==> src/rtl/vga_console_writer.sv <==
// Byte-stream console controller for the 40x30 text VGA block: interprets control
// codes, tracks the cursor and sequences every VRAM write, including full-screen clears.
module vga_console_writer #(
   parameter int          COLS  = 40,
   parameter int          ROWS  = 30,
   parameter logic [15:0] BLANK = 16'h0020
) (
   input  logic        clk,
   input  logic        reset,
   input  logic [7:0]  in_data,
   input  logic [7:0]  in_attr,
   input  logic        in_valid,
   output logic        in_ready,
   output logic [10:0] vram_waddr,
   output logic [15:0] vram_wdata,
   output logic        vram_we,
   output logic [5:0]  cursor_col,
   output logic [4:0]  cursor_row,
   output logic        busy
);

   localparam logic [10:0] LAST_IDX = 11'(COLS * ROWS - 1);
   localparam logic [10:0] COLS_A   = 11'(COLS);
   localparam logic [5:0]  LAST_COL = 6'(COLS - 1);
   localparam logic [4:0]  LAST_ROW = 5'(ROWS - 1);
   localparam logic [6:0]  COLS_T   = 7'(COLS);

   typedef enum logic {
      ST_CLEAR,
      ST_RUN
   } state_t;

   typedef enum logic [2:0] {
      OP_NONE,
      OP_PUT,
      OP_CR,
      OP_LF,
      OP_BS,
      OP_TAB,
      OP_FF
   } op_t;

   state_t      state_q, state_d;
   logic [10:0] clr_idx_q, clr_idx_d;
   logic [5:0]  col_q, col_d;
   logic [4:0]  row_q, row_d;
   logic [10:0] addr_q, addr_d;
   logic        vram_we_q, vram_we_d;
   logic [10:0] vram_waddr_q, vram_waddr_d;
   logic [15:0] vram_wdata_q, vram_wdata_d;
   logic        in_ready_q, in_ready_d;
   logic        busy_q, busy_d;

   logic        accept;
   op_t         op;
   logic        clear_last;
   logic [4:0]  row_next;
   logic [10:0] line_start;
   logic [10:0] next_line_addr;
   logic [6:0]  tab_col;
   logic        tab_wraps;

   assign accept     = (state_q == ST_RUN) && in_ready_q && in_valid;
   assign clear_last = (clr_idx_q == LAST_IDX);

   // Incremental address helpers: the linear address always tracks row*COLS+col.
   assign row_next       = (row_q == LAST_ROW) ? 5'd0 : row_q + 5'd1;
   assign line_start     = addr_q - {5'd0, col_q};
   assign next_line_addr = (row_q == LAST_ROW) ? 11'd0 : addr_q + (COLS_A - {5'd0, col_q});
   assign tab_col        = {1'b0, col_q[5:3], 3'b000} + 7'd8;
   assign tab_wraps      = (tab_col >= COLS_T);

   // NOTE: every combinational process assigns all its outputs a default first, so no latches are inferred.
   always_comb begin
      op = OP_NONE;
      if (accept) begin
         case (in_data)
            8'h0D:   op = OP_CR;
            8'h0A:   op = OP_LF;
            8'h08:   op = OP_BS;
            8'h09:   op = OP_TAB;
            8'h0C:   op = OP_FF;
            8'h7F:   op = OP_NONE;
            default: op = (in_data >= 8'h20) ? OP_PUT : OP_NONE;
         endcase
      end
   end

   // State register; reset mid-operation drops any accepted byte not yet written.
   // NOTE: sequential state uses non-blocking assignments so every flop samples pre-edge values.
   always_ff @(posedge clk) begin
      if (reset) begin
         state_q      <= ST_CLEAR;
         clr_idx_q    <= 11'd0;
         col_q        <= 6'd0;
         row_q        <= 5'd0;
         addr_q       <= 11'd0;
         vram_we_q    <= 1'b0;
         vram_waddr_q <= 11'd0;
         vram_wdata_q <= 16'd0;
         in_ready_q   <= 1'b0;
         busy_q       <= 1'b1;
      end else begin
         state_q      <= state_d;
         clr_idx_q    <= clr_idx_d;
         col_q        <= col_d;
         row_q        <= row_d;
         addr_q       <= addr_d;
         vram_we_q    <= vram_we_d;
         vram_waddr_q <= vram_waddr_d;
         vram_wdata_q <= vram_wdata_d;
         in_ready_q   <= in_ready_d;
         busy_q       <= busy_d;
      end
   end

   // Next-state logic.
   always_comb begin
      state_d   = state_q;
      clr_idx_d = clr_idx_q;
      case (state_q)
         ST_CLEAR: begin
            clr_idx_d = clr_idx_q + 11'd1;
            if (clear_last) begin
               state_d   = ST_RUN;
               clr_idx_d = 11'd0;
            end
         end
         ST_RUN: begin
            if (op == OP_FF) begin
               state_d   = ST_CLEAR;
               clr_idx_d = 11'd0;
            end
         end
         default: state_d = ST_CLEAR;
      endcase
   end

   // Output and cursor logic; every output is registered from these _d values.
   always_comb begin
      col_d        = col_q;
      row_d        = row_q;
      addr_d       = addr_q;
      vram_we_d    = 1'b0;
      vram_waddr_d = vram_waddr_q;
      vram_wdata_d = vram_wdata_q;
      in_ready_d   = 1'b0;
      busy_d       = 1'b1;
      case (state_q)
         ST_CLEAR: begin
            vram_we_d    = 1'b1;
            vram_waddr_d = clr_idx_q;
            vram_wdata_d = BLANK;
            if (clear_last) begin
               col_d  = 6'd0;
               row_d  = 5'd0;
               addr_d = 11'd0;
            end
         end
         ST_RUN: begin
            // in_ready stays low on the first RUN cycle, so it rises one cycle after the last clear write.
            in_ready_d = (op != OP_FF);
            busy_d     = (op == OP_FF);
            case (op)
               OP_PUT: begin
                  vram_we_d    = 1'b1;
                  vram_waddr_d = addr_q;
                  vram_wdata_d = {in_attr, in_data};
                  if (col_q == LAST_COL) begin
                     col_d  = 6'd0;
                     row_d  = row_next;
                     addr_d = next_line_addr;
                  end else begin
                     col_d  = col_q + 6'd1;
                     addr_d = addr_q + 11'd1;
                  end
               end
               OP_CR: begin
                  col_d  = 6'd0;
                  addr_d = line_start;
               end
               OP_LF: begin
                  col_d  = 6'd0;
                  row_d  = row_next;
                  addr_d = next_line_addr;
               end
               OP_BS: begin
                  if (col_q != 6'd0) begin
                     col_d  = col_q - 6'd1;
                     addr_d = addr_q - 11'd1;
                  end
               end
               OP_TAB: begin
                  if (tab_wraps) begin
                     col_d  = 6'd0;
                     row_d  = row_next;
                     addr_d = next_line_addr;
                  end else begin
                     col_d  = tab_col[5:0];
                     addr_d = addr_q + {4'd0, tab_col - {1'b0, col_q}};
                  end
               end
               default: ;
            endcase
         end
         default: ;
      endcase
   end

   assign in_ready   = in_ready_q;
   assign vram_we    = vram_we_q;
   assign vram_waddr = vram_waddr_q;
   assign vram_wdata = vram_wdata_q;
   assign cursor_col = col_q;
   assign cursor_row = row_q;
   assign busy       = busy_q;

endmodule

==> config.mk <==
export PLATFORM = sky130hd
export DESIGN_NAME = vga_console_writer
export DESIGN_NICKNAME = d
export VERILOG_FILES = /design/src/rtl/vga_console_writer.sv
export SDC_FILE = /design/constraint.sdc
export NUM_CORES = 1
export LEC_CHECK = 0
export CAP_MARGIN = 15
export CORE_UTILIZATION = 40
export DETAILED_ROUTE_END_ITERATION = 8
export MAX_ROUTING_LAYER = met4
export PLACE_DENSITY_LB_ADDON = 0.3
export SYNTH_ARGS = -nofsm -noshare
export SYNTH_HDL_FRONTEND = slang
export SYNTH_SLANG_ARGS = --single-unit
==> constraint.sdc <==
create_clock -name clk -period 4.4 [get_ports clk]
set_clock_uncertainty 0.05 [all_clocks]
set_input_delay 0.44 -clock clk [delete_from_list [all_inputs] [get_ports clk]]
set_output_delay 0.44 -clock clk [all_outputs]
set_load 0.05 [all_outputs]
==> flow_metrics.env <==
export IMPL_synth_edf_count=0
export IMPL_p_leak_nw=2.14
export IMPL_slowest_stage="or4b_1"
export IMPL_synthAdderAreaFrac_pct=8.81
export IMPL_io_buffer_count=59
export IMPL_h_tree_depth=3
export IMPL_synthToLayoutAreaGrowth_pct=21.4
export IMPL_cts_buffers=9
export IMPL_finalWeightedCongestion=0.960
export IMPL_syn_inst=665
export IMPL_hold_class="reg -> reg"
export IMPL_num_rows=39
export IMPL_synthXorXnorAreaFrac_pct=6.85
export IMPL_cp_top_family="simple AND/OR/NAND/NOR gates"
export IMPL_ys_warn_count=0
export IMPL_violations="design-rule violations"
export IMPL_grt_pass1_vias=4947
export IMPL_pwr_density_cell_mw_per_mm2=240
export IMPL_cts_resized=0
export IMPL_stdcell_area_mm2=0.00590
export IMPL_arrival_ns=4.12
export IMPL_critPathCaptureType="flop"
export IMPL_grt_overflow=0
export IMPL_fmax_ghz=0.252
export IMPL_path_buf_inv=2
export IMPL_hpwl_um=11300
export IMPL_maxCapViolations=0
export IMPL_fin_setup_tns_ns=0
export IMPL_syn_area_mm2=0.00486
export IMPL_cts_tree="yes"
export IMPL_worstPathRequired_ns=4.56
export IMPL_dr_pass1_iters=7
export IMPL_ctsRootBufferMaster="clkbuf_16"
export IMPL_area_sequential_mm2=0.00128
export IMPL_chipWidth_um=112
export IMPL_drc=1
export IMPL_clk_pin_slew_ns=0.06
export IMPL_ys_ff_latch=64
export IMPL_ctsLongestPathBuffers=2
export IMPL_worstHoldPathCells=2
export IMPL_final_min_clock_period_ns=3.97
export IMPL_reg2regPathDepth=13
export IMPL_muxShareOfSynthArea_pct=0.232
export IMPL_wirelength_um=15200
export IMPL_critPathMaxFanout=7
export IMPL_synth_top_family_by_area="simple AND/OR/NAND/NOR gates"
export IMPL_wl_per_cell_um=17.7
export IMPL_synth_main_ff_cell="dfxtp_1"
export IMPL_post_route_period_util_pct=90.1
export IMPL_syn_nets=717
export IMPL_multi_input_area_mm2=0.00337
export IMPL_io_pin_count=60
export IMPL_grt_setup_unrepaired="false"
export IMPL_clk_latency_ns=0.34
export IMPL_core_area_mm2=0.0116
export IMPL_die_h_um=112
export IMPL_synthArstFlopShare_pct=0
export IMPL_drive_above_1_share_pct=6.42
export IMPL_synth_seq_area_share_pct=26.4
export IMPL_crit_cells=14
export IMPL_slew_headroom_pct=45.9
export IMPL_grt_max_degree=32
export IMPL_avgViaCountPerCell=6.02
export IMPL_yosys_area_share_simple_pct=29.2
export IMPL_grt_total_usage_pct=25.5
export IMPL_cts_sinks=64
export IMPL_status="complete, but fails checks"
export IMPL_finalSetupViolations=0
export IMPL_nets=764
export IMPL_first_iter_violations=492
export IMPL_placed_cell_area_mm2=0.00558
export IMPL_path_cells="clkdlybuf4s50_1 > or4b_1 > nor2_1 > nand4_1 > nand2_1 > inv_1 > fa_1 > nor2b_1 > o2111ai_1 > nand4_1 > nor2_1 > xor2_1 > a2111oi_0 > o31ai_1"
export IMPL_start_kind="input pin"
export IMPL_antenna_found_initial=0
export IMPL_grt_first_pass_wirelength_um=24900
export IMPL_ant_nets=0
export IMPL_start_util_pct=41.8
export IMPL_via_count=5180
export IMPL_slew_viol_final=0
export IMPL_synth_compound_gate_area_share_pct=23.9
export IMPL_cts_setup_buffers=0
export IMPL_antenna_cells=0
export IMPL_tightest_slew_ns=0.807
export IMPL_syn_area_per_cell_um2=7.31
export IMPL_design_die_area_mm2=0.0126
export IMPL_fillers=1159
export IMPL_criticalPathCategory="in -> reg"
export IMPL_crit_path_max_incr_delay_ns=0.67
export IMPL_ir_drop_v=0.000245
export IMPL_hold_viol_final=0
export IMPL_yosysUniqueCellTypes=69
export IMPL_hold_buffers=0
[per-layer routing]
| layer | wire, um | vias up | share of wire [%] | global-route usage (%) |
|---|---|---|---|---|
| li1 | - | 2504 | - | - |
| met1 | 6840 | 2422 | 45 | 33.0 |
| met2 | 6780 | 214 | 45 | 38.7 |
| met3 | 1120 | 40 | 7.4 | 4.16 |
| met4 | 476 | 0 | 3.1 | 12.0 |
| met5 | 0 | - | 0 | - |
[stage by stage]
step                hold slack, ns  instances  total power, mW  setup WS, ns  util, %
CTS                          0.408        860             1.42         0.492     50.8
finish                       0.406        860             1.41         0.435     50.8
detailed placement           0.399        844            0.674         0.182     48.1
global placement             0.394        844            0.673         0.376     48.1
global route                 0.424        860             1.45         0.184     50.8
floorplan                    0.398        665            0.642         0.780        -
[flip-flops by register name, indices dropped and copies added, names as in the netlist]
| name | count |
|---|---|
| addr_q | 11 |
| busy | 1 |
| clr_idx_q | 11 |
| cursor_col | 6 |
| cursor_row | 5 |
| in_ready | 1 |
| state_q | 1 |
| vram_waddr | 11 |
| vram_wdata | 16 |
| vram_we | 1 |
[cells in the mapped netlist (8+ instances only)]
| cell type | count | area share (%) |
|---|---|---|
| a21oi_1 | 55 | 5.7 |
| a31oi_1 | 13 | 1.7 |
| and3_1 | 12 | 1.5 |
| clkbuf_1 | 25 | 1.9 |
| dfxtp_1 | 64 | 26 |
| ha_1 | 31 | 8.0 |
| inv_1 | 22 | 1.7 |
| nand2_1 | 82 | 6.3 |
| nand3_1 | 23 | 2.4 |
| nand4_1 | 9 | 1.2 |
| nor2_1 | 80 | 6.2 |
| nor2b_1 | 8 | 1.0 |
| nor3_1 | 16 | 1.6 |
| nor4_1 | 10 | 1.3 |
| o21ai_0 | 41 | 4.2 |
| o31ai_1 | 10 | 1.5 |
| or3_1 | 15 | 1.9 |
| xnor2_1 | 22 | 4.0 |
| xor2_1 | 16 | 2.9 |
[final timing paths]
| path | startpoint | endpoint | slack, ns |
|---|---|---|---|
| max | in_data[6] | addr_q[8] | 0.43 |
| min reg2reg | vram_wdata[12] | vram_wdata[12] | 0.41 |
| min | vram_wdata[12] | vram_wdata[12] | 0.41 |
| max reg2reg | cursor_col[0] | addr_q[7] | 0.77 |
[where the power goes]
group / leakage [nW] / internal, mW / total, mW / switching [mW]
clock network: 0.152 / 0.473 / 0.751 / 0.278
registers: 0.517 / 0.584 / 0.589 / 0.00434
logic: 1.47 / 0.0311 / 0.0747 / 0.0436
[cells in the final DEF (no fill, tap or decap), types with 8 or more instances in the layout]
cell             instances
clkbuf_16                9
o21ai_0                 41
xor2_1                  16
o31ai_1                 10
xnor2_1                 22
nor2_1                  80
buf_4                   11
clkdlybuf4s50_1         59
a31oi_1                 13
nor2b_1                  8
nor3_1                  15
dfxtp_1                 64
nor4_1                  10
nand4_1                  9
and3_1                  12
a21oi_1                 55
or3_1                   15
nand2_1                 82
inv_1                   22
nand3_1                 23
ha_1                    31
[worst register-to-register path: stages (launching register included)]
cell      delay [ns]
dfxtp_1         0.54
inv_1           0.19
ha_1            0.26
nand2b_1        0.17
nand2_1         0.11
xnor2_1         0.14
ha_1            0.34
and3_1          0.20
a2111o_1        0.47
o31ai_1         0.27
xnor2_1         0.16
a21oi_1         0.16
nand3_1         0.10
a221o_2         0.36
[cells by family (layout without fill, tap and decap cells)]
| group | Yosys count | after routing |
|---|---|---|
| xor gates and xnor gates | 38 | 38 |
| adders and majority gates | 33 | 33 |
| DFF | 64 | 64 |
| AOI/OAI and AO/OA | 183 | 183 |
| buffers and inverters | 56 | 108 |
| muxes | 1 | 1 |
| and+or+nand+nor | 290 | 290 |
[area by class of cell]
type                            count  area share, %
Timing Repair Buffer               70           11.4
Sequential cell                    64           21.7
Clock inverter                      5           1.08
Clock buffer                       11           4.29
Inverter                           22           1.40
Multi-Input combinational cell    545           57.1
Tap cell                          143           3.03
Note: power is estimated with default switching activity, not from simulation.
==> RTL edit, RTL diff (same settings) <==
Take the reset off `vram_waddr_q` and load it in a clocked block of its own.
--- a/src/rtl/vga_console_writer.sv
+++ b/src/rtl/vga_console_writer.sv
@@ -96,7 +96,6 @@
          row_q        <= 5'd0;
          addr_q       <= 11'd0;
          vram_we_q    <= 1'b0;
-         vram_waddr_q <= 11'd0;
          vram_wdata_q <= 16'd0;
          in_ready_q   <= 1'b0;
          busy_q       <= 1'b1;
@@ -107,11 +106,14 @@
          row_q        <= row_d;
          addr_q       <= addr_d;
          vram_we_q    <= vram_we_d;
-         vram_waddr_q <= vram_waddr_d;
          vram_wdata_q <= vram_wdata_d;
          in_ready_q   <= in_ready_d;
          busy_q       <= busy_d;
       end
+   end
+
+   always_ff @(posedge clk) begin
+      vram_waddr_q <= vram_waddr_d;
    end
 
    // Next-state logic.
Behaviour: differs if reset is asserted again (counterexample within 4 cycles, from zero or initial values and one cycle with reset high); with reset held inactive, the same outputs for 10 cycles.
==> RTL edit against the unedited design <==
  * Sequential power is 3% higher
  * Setup slack better by 0.0019 ns
  * Non-clock buffer count unchanged
  * Power shrank 1.4%
  * Area after synthesis is 5.0% higher
  * Sequential cell count stayed put
  * Synthesized cell count down 4.5%
  * Final area grew 3.8%
  * Core utilization decreased by 0.66 points
  * Wire length rose by 0.95%
==> RTL edit: results (changes against the unedited design) <==
| Metric | Value |
|---|---|
| TritonRoute pass-1 iters | `5 (was 7)` |
| CP Capture Point | `addr_q[9] (was addr_q[8])` |
| Synth top cells by count | `62 x nand2_1, 53 x dfxtp_1, 47 x a21oi_1, 43 x nand3_1, 43 x nor2_1 (was 82 x nand2_1, 80 x nor2_1, 64 x dfxtp_1, 55 x a21oi_1, 41 x o21ai_0)` |
| Worst slack, placed | `0.137 ns (was 0.182 ns)` |
| DR vias/cell | `6.01 (was 6.02)` |
| Fmax | `252 MHz (about the same)` |
| Sequential area share after synthesis | `27.3% (was 26.4%)` |
| Post-synth EDFFs | `11 (was 0)` |
| Unique masters post-synth | `81 (was 69)` |
| Critical Path Max Stage Delay | `0.52 ns (was 0.67 ns)` |
| Worst-path fanout max | `11 (was 7)` |
| CP max stage cell | `clkdlybuf4s50_1 (was or4b_1)` |
| Worst relative slew slack | `39.0% (was 45.9%)` |
| Worst Path Arrival | `4.11 ns (was 4.12 ns)` |
| Worst Setup SP | `in_data[6] (unchanged)` |
| Most area-consuming cells after synthesis | `dfxtp_1 21%, ha_1 7.6%, edfxtp_1 6.5% (was dfxtp_1 26%, ha_1 8.0%, nand2_1 6.3%)` |
| Leak | `2.21 nW (was 2.14 nW)` |
| Starting DRT DRC Count | `383 (was 492)` |
| Routability cong. | `0.969 (was 0.960)` |
| Vias in the first global route | `4,897 (was 4,947)` |
| Routed len/inst | `18.1 um (was 17.7 um)` |
| R2R Setup Slk | `0.67 ns (was 0.77 ns)` |
| Share of cells above drive strength 1 | `9.81% (was 6.42%)` |
| Pin count of the biggest net entering global routing | `38 (was 32)` |
| Nets@finish | `730 (was 764)` |
| Status | `completed (was complete, but fails checks)` |
| First-pass GRT wire length | `24.7 mm (was 24.9 mm)` |
| GRT Overall Usage | `24.6% (was 25.5%)` |
| DPL Wire Length | `11.2 mm (was 11.3 mm)` |
| Syn_nets | `687 (was 717)` |
| FF-to-FF Start | `state_q (was cursor_col[0])` |
| Max VDD drop | `0.176 mV (was 0.245 mV)` |
[RTL edit: cell count changes after synthesis, moves of 7 or more]
cell | unedited run | this run
nor2_1 | 80 | 43
edfxtp_1 | 0 | 11
nand3_1 | 23 | 43
mux2_2 | 1 | 13
a31oi_1 | 13 | 4
dfxtp_1 | 64 | 53
a21oi_1 | 55 | 47
or3_1 | 15 | 8
nand2_1 | 82 | 62
[RTL edit: worst max-delay path: cells and delay by family]
family          cells  cell delay, ns
compound gates      6            1.46
simple gates        6            1.43
buf+inv             1            0.52
fa+ha+maj           1            0.25
[RTL edit: kinds of logic after synthesis]
family / Yosys count / share of synthesized area [%]
AND/OR/NAND/NOR: 244 / 25.9
AO/OA/AOI/OAI: 181 / 23.6
flip-flops: 64 / 27.3
buffers and inverters: 59 / 4.85
XOR/XNOR: 36 / 6.18
adder cells (fa/ha/maj): 33 / 8.38
multiplexers: 18 / 3.85
[RTL edit: worst min path at each step]
stage	endpoint	start	depth (start not counted)
final	vram_wdata[14]	vram_wdata[14]	2
after global routing	vram_wdata[11]	vram_wdata[11]	2
after CTS	vram_wdata[14]	vram_wdata[14]	2
after detailed placement	vram_wdata[2]	vram_wdata[2]	2
after global placement	vram_wdata[12]	vram_wdata[12]	2
after floorplan	clr_idx_q[10]	clr_idx_q[10]	1
[RTL edit: cell type report]
class | count | area, um^2
Clock buffer | 12 | 278
Clock inverter | 4 | 23.8
Fill cell | 1219 | 6090
Inverter | 21 | 78.8
Multi-Input combinational cell | 512 | 3470
Sequential cell | 64 | 1390
Tap cell | 168 | 210
Timing Repair Buffer | 70 | 673
[RTL edit: metrics by stage]
| stage | cell area, um^2 | instances | util, % | hold slack [ns] |
|---|---|---|---|---|
| 2_1_floorplan | 5100 | 635 | - | 0.400 |
| 3_3_place_gp | 5820 | 835 | 47.7 | 0.406 |
| 3_5_place_dp | 5820 | 835 | 47.7 | 0.411 |
| 4_1_cts | 6120 | 851 | 50.1 | 0.424 |
| 5_1_grt | 6120 | 851 | 50.1 | 0.446 |
| 6_report | 6120 | 851 | 50.1 | 0.418 |
[RTL edit: layer usage]
metal,part of all wire [%],up-vias,global-route usage (%)
met1,44,2431,31.5
met3,6.5,43,4.90
met4,2.8,0,9.09
li1,-,2443,-
met2,46,196,38.2
met5,0,-,-
[RTL edit: power breakdown]
part           switching [mW]  internal, mW
Sequential            0.00412         0.600
Combinational          0.0457        0.0350
Clock                   0.265         0.445
